[src/rtl/pru_port_tx_pkg.sv]
// Definitions shared by the PRU port egress path and its FIFO: FSM states and default widths.
package pru_port_tx_pkg;

  localparam int PRU_PW_DEF = 128;

  typedef enum logic [1:0] {
    ST_IDLE = 2'd0,
    ST_SEND = 2'd1,
    ST_DROP = 2'd2
  } pru_state_e;

  // Width of a counter that must hold values 0..n-1; never narrower than one bit.
  function automatic int pru_cnt_w(input int n);
    return (n > 1) ? $clog2(n) : 1;
  endfunction

endpackage

[src/rtl/pru_sync_fifo.sv]
// Synchronous FIFO with a registered head; the head on dout is valid whenever the FIFO is not empty.
module pru_sync_fifo
  import pru_port_tx_pkg::*;
#(
  parameter int PW    = PRU_PW_DEF,
  parameter int DEPTH = 4
) (
  input  logic                       iClk,
  input  logic                       iRstn,
  input  logic                       push,
  input  logic [PW-1:0]              din,
  input  logic                       pop,
  output logic [PW-1:0]              dout,
  output logic                       full,
  output logic                       empty,
  output logic [$clog2(DEPTH+1)-1:0] cnt
);

  localparam int AW = $clog2(DEPTH);
  localparam int CW = $clog2(DEPTH + 1);

  logic [PW-1:0] mem_q [DEPTH];
  logic [PW-1:0] mem_d [DEPTH];
  logic [AW-1:0] wr_ptr_q, wr_ptr_d;
  logic [AW-1:0] rd_ptr_q, rd_ptr_d;
  logic [CW-1:0] cnt_q, cnt_d;
  logic          push_ok, pop_ok;

  assign full    = (cnt_q == CW'(DEPTH));
  assign empty   = (cnt_q == '0);
  assign push_ok = push && !full;
  assign pop_ok  = pop && !empty;
  assign dout    = mem_q[rd_ptr_q];
  assign cnt     = cnt_q;

  // Pointers are exactly log2(DEPTH) bits, so they wrap without explicit compare.
  always_comb begin
    mem_d    = mem_q;
    wr_ptr_d = wr_ptr_q;
    rd_ptr_d = rd_ptr_q;
    cnt_d    = cnt_q;
    if (push_ok) begin
      mem_d[wr_ptr_q] = din;
      wr_ptr_d        = wr_ptr_q + AW'(1);
    end
    if (pop_ok) begin
      rd_ptr_d = rd_ptr_q + AW'(1);
    end
    if (push_ok && !pop_ok) begin
      cnt_d = cnt_q + CW'(1);
    end else if (pop_ok && !push_ok) begin
      cnt_d = cnt_q - CW'(1);
    end
  end

  always_ff @(posedge iClk or negedge iRstn) begin
    if (!iRstn) begin
      for (int i = 0; i < DEPTH; i++) begin
        mem_q[i] <= '0;
      end
      wr_ptr_q <= '0;
      rd_ptr_q <= '0;
      cnt_q    <= '0;
    end else begin
      mem_q    <= mem_d;
      wr_ptr_q <= wr_ptr_d;
      rd_ptr_q <= rd_ptr_d;
      cnt_q    <= cnt_d;
    end
  end

endmodule

[src/rtl/pru_port_tx.sv]
// PRU port egress: buffers arbitrated packets and presents them to the device with a
// valid/ack handshake; a device that never acks has its head packet dropped after TMO cycles.
module pru_port_tx
  import pru_port_tx_pkg::*;
#(
  parameter int PW    = PRU_PW_DEF,
  parameter int DEPTH = 4,
  parameter int TMO   = 256
) (
  input  logic                       iClk,
  input  logic                       iRstn,
  input  logic                       arbOut_portTx_vld,
  input  logic [PW-1:0]              arbOut_portTx_pkt,
  output logic                       portTx_arbOut_ack,
  output logic                       oPort_vld,
  output logic [PW-1:0]              oPort_pkt,
  input  logic                       iPort_ack,
  output logic                       oTmoErr,
  output logic [$clog2(DEPTH+1)-1:0] oFifoCnt
);

  localparam int            TW       = pru_cnt_w(TMO);
  localparam logic [TW-1:0] TMO_LAST = TW'((TMO > 0) ? TMO - 1 : 0);

  pru_state_e    state_q, state_d;
  logic [TW-1:0] tmo_cnt_q, tmo_cnt_d;
  logic          vld_q, vld_d;
  logic [PW-1:0] pkt_q, pkt_d;

  logic          fifo_full, fifo_empty, fifo_pop;
  logic [PW-1:0] fifo_head;

  assign portTx_arbOut_ack = arbOut_portTx_vld && !fifo_full;
  assign oPort_vld         = vld_q;
  assign oPort_pkt         = pkt_q;
  assign oTmoErr           = (state_q == ST_DROP);

  pru_sync_fifo #(
    .PW    (PW),
    .DEPTH (DEPTH)
  ) u_fifo (
    .iClk  (iClk),
    .iRstn (iRstn),
    .push  (portTx_arbOut_ack),
    .din   (arbOut_portTx_pkt),
    .pop   (fifo_pop),
    .dout  (fifo_head),
    .full  (fifo_full),
    .empty (fifo_empty),
    .cnt   (oFifoCnt)
  );

  always_comb begin
    state_d   = state_q;
    tmo_cnt_d = tmo_cnt_q;
    vld_d     = vld_q;
    pkt_d     = pkt_q;
    fifo_pop  = 1'b0;
    case (state_q)
      ST_IDLE: begin
        if (!fifo_empty) begin
          fifo_pop  = 1'b1;
          pkt_d     = fifo_head;
          vld_d     = 1'b1;
          tmo_cnt_d = '0;
          state_d   = ST_SEND;
        end
      end
      ST_SEND: begin
        // An ack on the terminal timeout cycle is checked first, so it wins over the drop.
        if (iPort_ack) begin
          tmo_cnt_d = '0;
          if (!fifo_empty) begin
            fifo_pop = 1'b1;
            pkt_d    = fifo_head;
          end else begin
            vld_d   = 1'b0;
            state_d = ST_IDLE;
          end
        end else if ((TMO != 0) && (tmo_cnt_q == TMO_LAST)) begin
          vld_d     = 1'b0;
          tmo_cnt_d = '0;
          state_d   = ST_DROP;
        end else begin
          tmo_cnt_d = tmo_cnt_q + TW'(1);
        end
      end
      ST_DROP: begin
        state_d = ST_IDLE;
      end
      default: begin
        vld_d     = 1'b0;
        tmo_cnt_d = '0;
        state_d   = ST_IDLE;
      end
    endcase
  end

  always_ff @(posedge iClk or negedge iRstn) begin
    if (!iRstn) begin
      state_q   <= ST_IDLE;
      tmo_cnt_q <= '0;
      vld_q     <= 1'b0;
      pkt_q     <= '0;
    end else begin
      state_q   <= state_d;
      tmo_cnt_q <= tmo_cnt_d;
      vld_q     <= vld_d;
      pkt_q     <= pkt_d;
    end
  end

endmodule

[config.mk]
export PLATFORM = sky130hd
export DESIGN_NAME = pru_port_tx
export DESIGN_NICKNAME = d
export VERILOG_FILES = /design/src/rtl/pru_port_tx_pkg.sv /design/src/rtl/pru_sync_fifo.sv /design/src/rtl/pru_port_tx.sv
export SDC_FILE = /design/constraint.sdc
export NUM_CORES = 1
export LEC_CHECK = 0
export BUFFER_PORTS_ARGS = -buffer_cell sky130_fd_sc_hd__buf_2
export CAP_MARGIN = 10
export CORE_UTILIZATION = 35
export DETAILED_ROUTE_END_ITERATION = 12
export GPL_TIMING_DRIVEN = 0
export HOLD_SLACK_MARGIN = 0.06
export SYNTH_ARGS = -nofsm -noshare
export SYNTH_HDL_FRONTEND = slang
export SYNTH_SLANG_ARGS = --single-unit
[constraint.sdc]
create_clock -name iClk -period 2.7 [get_ports iClk]
set_clock_uncertainty 0.15 [all_clocks]
set_input_delay 0.27 -clock iClk [delete_from_list [all_inputs] [get_ports iClk]]
set_output_delay 0.27 -clock iClk [all_outputs]
set_load 0.1 [all_outputs]
==> run_results.csv <==
group,metric,value,unit
outcome,status,"finished, final reports clean",
clock_tree,cts_sinks,658,
sta,fmax,396,MHz
sta,rsz0062_at_grt,"false",
clock_tree,cts.clk_slew.worst_paths,0.06,ns
placement,post-place-cells,2910,
floorplanning,start_util,0.355,
grt,grt_pass1_vias,17475,
route,drt-initial-drc-count,677,
clock_tree,numCtsBuffers,76,
synthesis,synth_top_area_share,0.597,
grt,grt.total_usage,0.167,
worst_setup_path,crit_fanout,10,
placement,place_ws,-0.974,ns
floorplanning,rows,102,
synthesis,synth-warning-count,0,
clock_tree,cts_root_buffer,"clkbuf_16",
synthesis,syn_avg_cell_area,17.2,um2
worst_setup_path,critical_path_class,"reg -> reg",
synthesis,synth_common_cells,"dfrtp_1, mux2_2, mux4_2",
worst_setup_path,crit_path_end_kind,"flip-flop",
clock_tree,cts_max_level,3,
min_path,hold_path.class,"in -> async",
worst_setup_path,crit_arrival,2.85,ns
clock_tree,clock_latency,0.60,ns
route,antenna_left,0,
floorplanning,core_area,77700,um2
layout,syn_to_final_growth,24.0,%
grt,grt_pass1_wl,102,mm
floorplanning,dieArea,79900,um2
synthesis,synth.cell_area,27600,um2
sta,tightest_slew,0.980,ns
worst_setup_path,required,3.02,ns
synthesis,synth_top_flop_cell,"dfrtp_1",
placement,gp_congestion,0.724,
grt,grt_overflow,0,
job,maxCapViolCount,0,
synthesis,synth_fp_nets,1739,
grt,grt_max_degree,125,
layout,layout-drive-gt1-share,0.571,
route,drc,0,
synthesis,ys_async_sr_fraction,1.00,
grt,grt_antenna_before_repair,8,
synthesis,ys_ff_latch,658,
route,vias,15547,
route,routedWlPerCell,20.6,um
sta,hold_violations,0,
synthesis,yosys-top-cells-area,"dfrtp_1, mux2_2, mux4_2",
floorplanning,ioPinCount,266,
sta,setup_violations,0,
synthesis,synth_seq_area_share,0.597,
clock_tree,cts_tree,"yes",
placement,io_buffers,265,
synthesis,synth_cell_types,32,
worst_setup_path,start_kind,"flip-flop",
layout,fin_cells,3179,
route,viasPerCell,4.89,
sta,slew_viol_final,0,
layout,final_nets,2219,
sta,slew_headroom,0.347,
sta,finalCriticalPeriod,2.52,ns
floorplanning,die_x,283,um
placement,dp_hpwl,43.6,mm
floorplanning,fp.dieH,283,um
synthesis,synth-edff-count,0,
route,wl,65.6,mm
layout,fin_util,0.440,
sta,fin_crit_sh,0.935,
clock_tree,clockBufferDepth,3,
synthesis,synth.most_common_cell,"dfrtp_1",
synthesis,synth_top_area_cell,"dfrtp_1",
sta,hold_ws,0.188,ns
sta,setup_ws,0.176,ns
synthesis,postSynthCellCount,1600,
route,dr.pass1.iters,4,
path summary, 6_finish.rpt:
| path | from | to | slack, ns | cells past startpoint |
|---|---|---|---|---|
| worst max-delay path | u_fifo.rd_ptr_q[1]$_DFFE_PN0P_ | oPort_pkt[73]$_DFFE_PN0P_ | 0.18 | 4 |
| worst min-delay path | iRstn | oPort_pkt[55]$_DFFE_PN0P_ | 0.19 | 2 |
| worst max register to register | u_fifo.rd_ptr_q[1]$_DFFE_PN0P_ | oPort_pkt[73]$_DFFE_PN0P_ | 0.18 | 4 |
| worst min register to register | u_fifo.mem_q[237]$_DFFE_PN0P_ | u_fifo.mem_q[237]$_DFFE_PN0P_ | 0.33 | 1 |
| max in group asynchronous | iRstn | u_fifo.mem_q[230]$_DFFE_PN0P_ | 0.63 | 4 |
| min in group iClk | arbOut_portTx_pkt[126] | u_fifo.mem_q[382]$_DFFE_PN0P_ | 0.32 | 3 |
cell families (layout without fill, tap and decap cells):
kind of cell | count (synthesis) | after routing | share of synthesized area
fa+ha+maj | 7 | 7 | 0.00345
xor+xnor | 9 | 9 | 0.00286
flops | 658 | 658 | 0.597
other cells | 0 | 3 | 0
mux | 769 | 769 | 0.366
simple gates | 38 | 38 | 0.00698
buf+inv | 105 | 641 | 0.0203
compound gates | 14 | 14 | 0.00336
worst max-delay path, stage by stage, from the launching register on:
cell and delay [ns]:
dfrtp_1 0.36, clkbuf_2 0.48, clkbuf_1 0.70, mux4_2 0.43
mux2_2 0.27
layer usage:
metal  share of wire  GRT usage
met3           0.054     0.0423
met2            0.49      0.279
met4           0.022     0.0524
met1            0.43      0.213
met5         0.00052          0
state kept, by name (all words and copies together), names as in the netlist:
name and count:
u_fifo.mem_q 512, oPort_pkt 128, tmo_cnt_q 8, u_fifo.cnt 3, state_q 2, u_fifo.rd_ptr_q 2, u_fifo.wr_ptr_q 2, oPort_vld 1
cell type report:
type                       count  area (um2)
buffer                        98         544
tap                         1040        1300
timing repair buffer         403        2800
clock buffer                 115        2280
multi-input combinational    837       10600
antenna                        3        7.51
fill                        6954       43500
inverter                       6        22.5
clock inverter                19         170
sequential                   658       16500
stage by stage:
step / instance area (um2) / TNS, ns
detailed placement: 30400 / -32.97
global route: 34200 / 0
finish: 34200 / 0
floorplan: 27600 / 0
CTS: 34200 / 0
global placement: 30200 / -7921.24
cell usage in the layout, fill, tap and decap left out, drive strengths merged, types with 4 or more instances in the layout:
cell type	netlist	layout
a21oi	4	4
buf	87	358
clkbuf	12	127
clkinv	0	15
dfrtp	658	658
dlygate4sd3	0	131
ha	6	6
inv	6	8
mux2	641	641
mux4	128	128
nand2	12	12
nor2	10	10
o21ai	5	5
xor2	6	6
repair_timing:
item / in CTS / in global routing
setup endpoints to repair: 124 / 0
buffers inserted: 2 / 0
hold endpoints to repair: 634 / 0
gates resized for setup: 9 / 0
hold buffers: 131 / 0
Power is not shown: default switching activity piles up to over one toggle a cycle in this logic, so the estimate is an artifact.
